### src/rtl/dlyline_code_ctrl.sv
// Thermometer-code sequencer for the delay-line bk bus: walks one cell per step
// toward an absolute target or a single inc/dec, holding a settle interval after each step.
module dlyline_code_ctrl #(
    parameter int unsigned NCELL      = 64,
    parameter int unsigned SETTLE_CYC = 4,
    parameter int unsigned RST_CODE   = 0,
    localparam int unsigned CW        = $clog2(NCELL)
) (
    input  logic             clk,
    input  logic             rstb,
    input  logic             req_vld,
    input  logic [CW-1:0]    req_code,
    output logic             req_rdy,
    input  logic             inc,
    input  logic             dec,
    output logic [NCELL-1:0] bk,
    output logic [CW-1:0]    code,
    output logic             busy,
    output logic             done,
    output logic             sat
);

    localparam int unsigned   SW       = 8;
    localparam logic [CW-1:0] MAX_CODE = CW'(NCELL - 1);
    localparam logic [CW-1:0] RST_VAL  = CW'(RST_CODE);
    localparam logic [NCELL-1:0] ONES  = '1;

    typedef enum logic [1:0] {
        IDLE   = 2'd0,
        STEP   = 2'd1,
        SETTLE = 2'd2
    } state_t;

    state_t         state, state_nxt;
    logic [CW-1:0]  target, target_nxt;
    logic [CW-1:0]  code_nxt;
    logic [SW-1:0]  cnt, cnt_nxt;
    logic [NCELL-1:0] bk_nxt;
    logic           done_nxt, sat_nxt;

    // State and registered outputs; bk is decoded from the next code so it never glitches
    always_ff @(posedge clk or negedge rstb) begin
        if (!rstb) begin
            state   <= IDLE;
            code    <= RST_VAL;
            target  <= RST_VAL;
            cnt     <= '0;
            bk      <= ~(ONES << RST_VAL);
            req_rdy <= 1'b1;
            busy    <= 1'b0;
            done    <= 1'b0;
            sat     <= 1'b0;
        end else begin
            state   <= state_nxt;
            code    <= code_nxt;
            target  <= target_nxt;
            cnt     <= cnt_nxt;
            bk      <= bk_nxt;
            req_rdy <= (state_nxt == IDLE);
            busy    <= (state_nxt != IDLE);
            done    <= done_nxt;
            sat     <= sat_nxt;
        end
    end

    // Next-state, next-code and completion pulses
    always_comb begin
        state_nxt  = state;
        code_nxt   = code;
        target_nxt = target;
        cnt_nxt    = cnt;
        done_nxt   = 1'b0;
        sat_nxt    = 1'b0;

        case (state)
            IDLE: begin
                if (req_vld) begin
                    target_nxt = req_code;
                    if (req_code != code) begin
                        state_nxt = STEP;
                    end else begin
                        done_nxt = 1'b1;
                    end
                end else if (inc && !dec) begin
                    if (code != MAX_CODE) begin
                        target_nxt = code + CW'(1);
                        state_nxt  = STEP;
                    end else begin
                        sat_nxt  = 1'b1;
                        done_nxt = 1'b1;
                    end
                end else if (dec && !inc) begin
                    if (code != '0) begin
                        target_nxt = code - CW'(1);
                        state_nxt  = STEP;
                    end else begin
                        sat_nxt  = 1'b1;
                        done_nxt = 1'b1;
                    end
                end
            end
            STEP: begin
                code_nxt  = (target > code) ? code + CW'(1) : code - CW'(1);
                cnt_nxt   = SW'(SETTLE_CYC);
                state_nxt = SETTLE;
            end
            SETTLE: begin
                cnt_nxt = cnt - SW'(1);
                if (cnt == SW'(1)) begin
                    if (code == target) begin
                        state_nxt = IDLE;
                        done_nxt  = 1'b1;
                    end else begin
                        state_nxt = STEP;
                    end
                end
            end
            default: state_nxt = IDLE;
        endcase

        bk_nxt = ~(ONES << code_nxt);
    end

endmodule

### config.mk
export PLATFORM = sky130hd
export DESIGN_NAME = dlyline_code_ctrl
export DESIGN_NICKNAME = d
export VERILOG_FILES = /design/src/rtl/dlyline_code_ctrl.sv
export SDC_FILE = /design/constraint.sdc
export NUM_CORES = 1
export LEC_CHECK = 0
export ABC_AREA = 0
export BUFFER_PORTS_ARGS = -buffer_cell sky130_fd_sc_hd__buf_2
export CAP_MARGIN = 20
export CORE_UTILIZATION = 54
export DETAILED_ROUTE_END_ITERATION = 6
export HOLD_SLACK_MARGIN = 0.08
export PLACE_DENSITY_LB_ADDON = 0.1
export SLEW_MARGIN = 20
export SYNTH_ARGS = -nofsm -noshare
export SYNTH_HDL_FRONTEND = slang
export SYNTH_SLANG_ARGS = --single-unit
### constraint.sdc
create_clock -name clk -period 3.72 [get_ports clk]
set_clock_uncertainty 0.2 [all_clocks]
set_input_delay 0.558 -clock clk [delete_from_list [all_inputs] [get_ports clk]]
set_output_delay 0.558 -clock clk [all_outputs]
set_load 0.01 [all_outputs]
# ---- Word level (Yosys, flattened, before mapping)
# Index checks and enable logic that the tools add are counted.
dict set report word_totals {
  output_inout_bits 74
  memories 0
  inputBits 11
  ramBits 0
  romBits 0
  wordCells 62
  latchBits 0
  register_bits 90
}
dict set report classes {
  n_div 0
  n_eq_ne 7
  n_mul 0
  mux 28
  addsub 3
  reduce_logical 12
  bitwise 1
  order_cmp 1
  shifts 1
}
# operator n
set ops {}
lappend ops {{$not A64 Y64} 1}
lappend ops {{$shl A64 B6 Y64 const A} 1}
lappend ops {{$mux W6} 7}
lappend ops {{$pmux W8 S2} 1}
lappend ops {{$mux W2} 7}
lappend ops {{$mux W1} 11}
lappend ops {{$eq A8 B1 Y1 const B} 1}
lappend ops {{$sub A8 B1 Y8 const B} 1}
lappend ops {{$add A6 B1 Y6 const B} 1}
lappend ops {{$eq A6 B6 Y1} 1}
lappend ops {{$gt A6 B6 Y1} 1}
lappend ops {{$ne A6 B6 Y1} 1}
lappend ops {{$ne A6 B6 Y1 const B} 1}
lappend ops {{$pmux W2 S3} 1}
lappend ops {{$reduce_bool A3 Y1} 2}
lappend ops {{$reduce_bool A6 Y1} 1}
lappend ops {{$sub A6 B1 Y6 const B} 1}
lappend ops {{$logic_not A2 Y1} 2}
lappend ops {{$reduce_and A4 Y1} 1}
lappend ops {{$reduce_bool A2 Y1} 2}
lappend ops {{$ne A3 B2 Y1 const B} 1}
lappend ops {{$eq A2 B1 Y1 const B} 1}
lappend ops {{$eq A2 B2 Y1 const B} 1}
lappend ops {{$logic_and A1 B1 Y1} 2}
lappend ops {{other kinds (2)} 3}

# ---- Longest topological paths before layout
# Gate-level depths: netlist of run 1.
dict set report depth {
  ltp_word 7
  mapped_depth 12
  depth_no_buf 10
}

# ---- Least setup slack after synthesis of run 1
# Ideal clock, no wire load.
dict set report synth_timing {
  path_kind {reg2reg}
  from {register, netlist name bk[31]}
  to {register bk[60]}
  required_time_ns 3.449
  slack_ns 0.698
  setup_ns 0.071
  path_buffers 2
  t_arrival_ns 2.750
  path_stages_with_launch 12
  cell_sequence {dfrtp_1 > clkbuf_1 > inv_1 > ha_1 > nand4_4 > o21ba_4 > o31ai_4 > mux2i_1 > xnor2_2 > or3_1 > buf_6 > nor2_2}
}
# item line_no
set synth_lines {}
lappend synth_lines {{end signal, assigned} 48} ;# bk <= ~(ONES << RST_VAL);
lappend synth_lines {{end signal, assigned} 58} ;# bk <= bk_nxt;
lappend synth_lines {{end, declared} 16} ;# output logic [NCELL-1:0] bk,

==> results of run 1 <==
metal layers:
layer  vias to the layer above  global-route usage (%)  share of wire (%)
met4                         0                    10.1                2.3
met3                        18                    4.29                4.2
met1                      1435                    33.0                 45
met5                         -                       0                  0
li1                       1507                       -                  -
met2                        92                    39.2                 48
power groups by stage:
stage	Combinational, W	Clock [W]	Sequential (W)
6_report	0.00261	0.000765	0.00152
5_1_grt	0.00294	0.000821	0.00156
3_3_place_gp	0.00253	0	0.00153
4_1_cts	0.00256	0.000781	0.00152
2_1_floorplan	0.00170	0	0.00166
3_5_place_dp	0.00255	0	0.00154
final timing paths:
| check | startpoint | to |
|---|---|---|
| min reg2reg | target[3]$_DFFE_PN0P_ | target[3]$_DFFE_PN0P_ |
| min in group clk | target[3]$_DFFE_PN0P_ | target[3]$_DFFE_PN0P_ |
| min | rstb | bk[5]$_DFF_PN0_ |
| max reg2reg | bk[31]$_DFF_PN0_ | bk[32]$_DFF_PN0_ |
| max in group asynchronous | rstb | bk[49]$_DFF_PN0_ |
| max | bk[31]$_DFF_PN0_ | bk[32]$_DFF_PN0_ |
what timing repair did:
item	CTS	global route
setup endpoints to repair	0	40
resized for setup	0	3
buffers inserted	0	3
synthesized netlist by cell type, types with 2 or more instances:
master	number	area, µm²
o21ai_0	20	100
xnor2_1	12	105
nor2_2	7	43.8
nand3b_1	2	15.0
a31oi_1	7	43.8
nor2_1	19	71.3
dfrtp_1	87	2180
ha_1	15	188
or2_2	2	12.5
o31ai_1	8	60.1
and3_1	3	18.8
a21oi_1	23	115
o22ai_1	2	12.5
a311oi_1	3	26.3
clkbuf_1	11	41.3
and2_1	2	12.5
xor2_1	5	43.8
nand2_1	45	169
nor2b_1	2	12.5
inv_1	19	71.3
a211oi_1	4	30.0
nor3_1	18	90.1
nand3_1	14	70.1
a21o_1	3	22.5
o21ai_1	5	25.0
a211o_1	2	17.5
nor4_1	4	25.0
buf_2	13	65.1
or3_1	3	18.8
nand4_1	4	25.0
mux2i_1	4	40.0
nand2b_1	2	12.5
buf_4	3	22.5
per-stage QoR:
step	total power [W]	instances	area, µm²	worst slack [ps]
2_1_floorplan	0.00336	394	4050	698
3_3_place_gp	0.00406	552	4510	296
3_5_place_dp	0.00408	552	4510	182
4_1_cts	0.00486	568	4740	165
5_1_grt	0.00533	571	4800	65.5
6_report	0.00490	571	4800	325
area by class of cell:
cell class | instances | area (µm²) | area share, %
flip-flops and latches | 88 | 2200 | 45.9
multi-input cells | 257 | 1680 | 35.0
repair buffers | 91 | 482 | 10.0
clock buffers | 10 | 138 | 2.87
well taps | 99 | 124 | 2.58
clock inverters | 6 | 97.6 | 2.03
inverters | 20 | 75.1 | 1.56
sequential cells by signal, indices dropped and copies added, names as in the netlist:
signal / count
done: 1
cnt: 8
code: 5
target: 6
state: 2
busy: 1
req_rdy: 1
bk: 63
sat: 1
worst max-delay path, stage by stage, from the launching register on:
cell     delay (ps)
dfrtp_1         510
inv_1           130
ha_1            400
nand4_4         160
o21ba_4         190
o31ai_4         380
mux2i_2         370
xnor2_4         240
inv_2           200
nor3_1          350
a21oi_1         120
cells by family (layout without fill, tap and decap cells):
| group | Yosys count | after routing | share of synthesized area, % |
|---|---|---|---|
| AOI/OAI and AO/OA | 86 | 86 | 13.8 |
| xor gates and xnor gates | 18 | 18 | 4.08 |
| adders and majority gates | 15 | 15 | 4.64 |
| buffers and inverters | 49 | 127 | 5.41 |
| DFF | 88 | 88 | 54.4 |
| muxes | 6 | 6 | 1.61 |
| other | 1 | 1 | 0.0926 |
| and+or+nand+nor | 131 | 131 | 15.9 |
==> flow_summary_export.csv, run 1 <==
group,metric,value,unit
clock_network,max-clock-path-buffers,2,
sta,timing_worst_slew_pin_value,964,ps
final_layout,fin_nets,493,
sta,period_share,91.3,%
clock_network,cts_tree,"built",
power,internal_power,0.00269,W
yosys,edff_count_synth,0,
global_route,antenna_found_initial,0,
setup_path,worst-endpoint-required,3750,ps
final_layout,drive_gt1_share,27.3,%
sta,maxSlewHeadroom,35.3,%
clock_network,numCtsBuffers,9,
final_layout,fillerInstances,591,
global_route,globalRoute.totalOverflow,0,
global_route,groute.usage.overall,24.4,%
final_layout,most-common-layout-cells,"dfrtp_1 (87), buf_2 (82), nand2_1 (45)",
routing,vias,3052,
sta,fin_hold_ws,53.0,ps
final_layout,post-route-util,66.1,%
power,p_seq_share,31.0,%
global_route,first_pass_grt_wire_length,14.2,mm
power,power.share.combinational,53.3,%
yosys,yosys_warnings,0,
floorplan,design.die.area,7850,µm²
yosys,postSynthRegisterBits,88,
placement,place.gp.congestion,0.972,
clock_network,htreeDepth,3,
setup_path,max_fo_critical_path,15,
routing,viasPerCell,5.35,
routing,drc,0,
clock_network,insertion_delay,360,ps
setup_path,arrival,3420,ps
yosys,avgSynthCellArea,10.3,µm²
floorplan,die_x,88.6,µm
routing,dr.first_iter.drc_count,156,
setup_path,worst_reg_to_reg_cells,10,
placement,dp.final_hpwl,6.14,mm
placement,portBuffers,83,
sta,hold_viol,0,
power,power.share.clock,15.6,%
yosys,synthesis.nets,420,
yosys,netlist_area,4050,µm²
routing,final_antenna_net_count,0,
clock_network,clk_root_buffer_cell,"clkbuf_8",
global_route,grt_start_max_net_pins,89,
yosys,synth_ff_type,"dfrtp_1",
setup_path,timing.critical_path.from_type,"flop",
sta,final-max-slew-violation-count,0,
sta,setup_repair_after_global_routing_missed_its_margin,"false",
floorplan,rows,31,
sta,setup_violations,0,
yosys,async_flop_share,100,%
floorplan,io_pins,85,
setup_path,crit_type,"flop to flop",
power,ir_worst_vdd,0.483,mV
clock_network,cts_sinks,88,
sta,fmax,295,MHz
setup_path,reg2reg_slack,330,ps
clock_network,postCtsHoldBufs,0,
yosys,yosysSeqAreaShare,54.4,%
sta,tns,0,ps
final_layout,layout_commonest_cell,"dfrtp_1",
job,maxCapViolCount,0,
clock_network,clock_slew_at_reported_path_ffs,90,ps
routing,routedWlPerCell,15.2,µm
routing,detail_route.wirelength,8.69,mm
power,switching_power,0.00221,W
final_layout,syn_to_final_growth,18.5,%
setup_path,cp-end-kind,"flop",
yosys,netlist_instances,394,
power,power-per-cell-area,1020,nW/µm²
power,switching_share,45.0,%
floorplan,initial_core_util,55.8,%
floorplan,area_of_the_core,7250,µm²
floorplan,die_height,88.6,µm
run_status,status,"finished clean",
power,cellLeakagePower,2.31,nW
sta,post-route-min-period,3390,ps
yosys,yosys.cell_types.count,54,
final_layout,insertedDiodeCount,0,
global_route,grt_pass1_vias,2857,
routing,detailed_routing_iterations_pass_1,4,
min_path,hold_class,"input port to asynchronous set/reset pin",
Note: power is estimated with default switching activity, not from simulation.
==> run 2, diff against run 1 <==
CORE_MARGIN = 3   (was unset)
CORE_UTILIZATION = 30   (was 54)
REMOVE_ABC_BUFFERS = 1   (was unset)
==> run 2 against run 1 <==
  * Sequential cell count stayed put
  * Largest cell class unchanged
  * Critical path depth unchanged
  * Clock power increased by 32%
  * Via count grew 1.7%
  * Critical endpoint is now bk[34]$_DFF_PN0_
  * Power rose by 6.6%
  * Worst setup slack gained 76 ps
  * Non-clock buffer count increased by 4
  * Register-to-register slack improved by 80 ps
  * Fmax increased by 2.3%
  * Utilization is 27 points lower
==> flow_summary_export.csv, run 2 (synthesis gave the netlist of run 1 again) <==
group,metric,value,unit
clock_network,cts_tree,"built",
sta,setup_violations,0,
floorplan,design.die.area,14900,µm²
run_status,status,"finished clean",
power,cellLeakagePower,2.37,nW
sta,fmax,301,MHz
final_layout,regMostFlops,"bk",
setup_path,worst_reg_to_reg_cells,10,
setup_path,worst-endpoint-required,3740,ps
clock_network,clk_root_buffer_cell,"clkbuf_16",
final_layout,post-route-cell-area,5010,µm²
routing,detail_route.wirelength,10.3,mm
setup_path,crit_type,"flop to flop",
placement,dp.final_hpwl,7.41,mm
floorplan,die_height,122,µm
floorplan,die_x,122,µm
sta,final-max-slew-violation-count,0,
sta,timing_worst_slew_pin_value,1070,ps
placement,placement.cell_area,4650,µm²
power,ir_worst_vdd,0.331,mV
power,power.total,0.00522,W
sta,maxSlewHeadroom,27.9,%
global_route,globalRoute.totalOverflow,0,
floorplan,area_of_the_core,12900,µm²
power,power-per-cell-area,1040,nW/µm²
placement,place.gp.congestion,0.885,
clock_network,cts_sinks,88,
routing,final_antenna_net_count,0,
clock_network,max-clock-path-buffers,2,
setup_path,arrival,3340,ps
floorplan,initial_core_util,31.3,%
setup_path,max_fo_critical_path,15,
routing,vias,3105,
global_route,groute.usage.overall,14.5,%
setup_path,reg2reg_slack,400,ps
sta,post-route-min-period,3320,ps
placement,portBuffers,83,
routing,drc,0,
setup_path,critical_path.reg2reg.endpoint,"bk[34]$_DFF_PN0_",
routing,dr.first_iter.drc_count,217,
job,maxCapViolCount,0,
final_layout,drive_gt1_share,27.7,%
sta,fin_hold_ws,103,ps
global_route,antenna_found_initial,0,
floorplan,io_pins,85,
final_layout,layout_commonest_cell,"dfrtp_1",
clock_network,numCtsBuffers,9,
setup_path,cp-end-kind,"flop",
setup_path,reg2reg_from,"code[3]$_DFF_PN0_",
final_layout,fin_nets,497,
global_route,first_pass_grt_wire_length,16.7,mm
clock_network,insertion_delay,340,ps
final_layout,most-common-layout-cells,"dfrtp_1 (87), buf_2 (82), nand2_1 (45)",
routing,routedWlPerCell,15.9,µm
routing,viasPerCell,4.79,
final_layout,syn_to_final_growth,23.8,%
floorplan,rows,41,
final_layout,post-route-util,38.8,%
clock_network,clock_slew_at_reported_path_ffs,70,ps
setup_path,timing.critical_path.from_type,"flop",
sta,hold_viol,0,
sta,period_share,89.2,%
global_route,grt_start_max_net_pins,67,
final_layout,reg_top3,"bk: 63 flops, cnt: 8 flops, target: 6 flops",
sta,tns,0,ps
clock_network,htreeDepth,3,
min_path,hold_class,"input port to asynchronous set/reset pin",
final_layout,insertedDiodeCount,0,
final_layout,largest_register_ffs,63,
global_route,grt_pass1_vias,3105,
routing,detailed_routing_iterations_pass_1,4,
sta,setup_repair_after_global_routing_missed_its_margin,"false",
final_layout,fillerInstances,1310,
## run 2: where the power goes
group / internal (W) / switching [W]
Clock: 0.000602 / 0.000411
Sequential: 0.00135 / 0.000172
Combinational: 0.000948 / 0.00174
Total: 0.00290 / 0.00232
## run 2: worst max-delay path by stage
stage | start | end | slack, ps | depth (start not counted)
2_1_floorplan | bk[31]$_DFF_PN0_ | bk[1]$_DFF_PN0_ | -690 | 9
3_3_place_gp | code[0]$_DFF_PN0_ | bk[29]$_DFF_PN0_ | 230 | 8
3_5_place_dp | code[3]$_DFF_PN0_ | bk[34]$_DFF_PN0_ | 270 | 10
4_1_cts | code[3]$_DFF_PN0_ | bk[34]$_DFF_PN0_ | 250 | 10
5_1_grt | code[0]$_DFF_PN0_ | bk[2]$_DFF_PN0_ | 140 | 9
6_report | code[3]$_DFF_PN0_ | bk[34]$_DFF_PN0_ | 400 | 10
## run 2: metrics by stage
stage / setup slack (ps) / cells
4_1_cts: 253 / 648
5_1_grt: 143 / 648
3_3_place_gp: 235 / 632
6_report: 401 / 648
2_1_floorplan: -685 / 365
3_5_place_dp: 272 / 632
## run 2: critical path, cell delays in order (launching register included)
cell and delay, ps:
dfrtp_1 380, inv_1 100, ha_1 360, a21oi_1 200, nor2_1 130, o31ai_4 430, mux2i_1 430, xnor2_4 260
inv_2 220, nor3_1 350, a21oi_1 110
## run 2: final cells by class
| cell class | instances | area, µm² | share of cell area (%) |
|---|---|---|---|
| inverter | 20 | 75.1 | 1.50 |
| timing repair buffer | 95 | 508 | 10.1 |
| clock buffer | 9 | 225 | 4.49 |
| sequential | 88 | 2200 | 44.0 |
| multi-input combinational | 257 | 1670 | 33.4 |
| clock inverter | 7 | 110 | 2.20 |
| tap | 172 | 215 | 4.29 |
## run 2: layer usage
layer	wire (µm)	global-route usage (%)
met5	0	0
met1	4680	19.2
met3	394	3.39
met4	221	5.60
met2	4990	23.2
## run 2: what timing repair did
| action | CTS | global route |
|---|---|---|
| setup buffers | 0 | 0 |
| hold buffers | 0 | 0 |
| gates resized for setup | 0 | 1 |
| setup endpoints to repair | 0 | 1 |
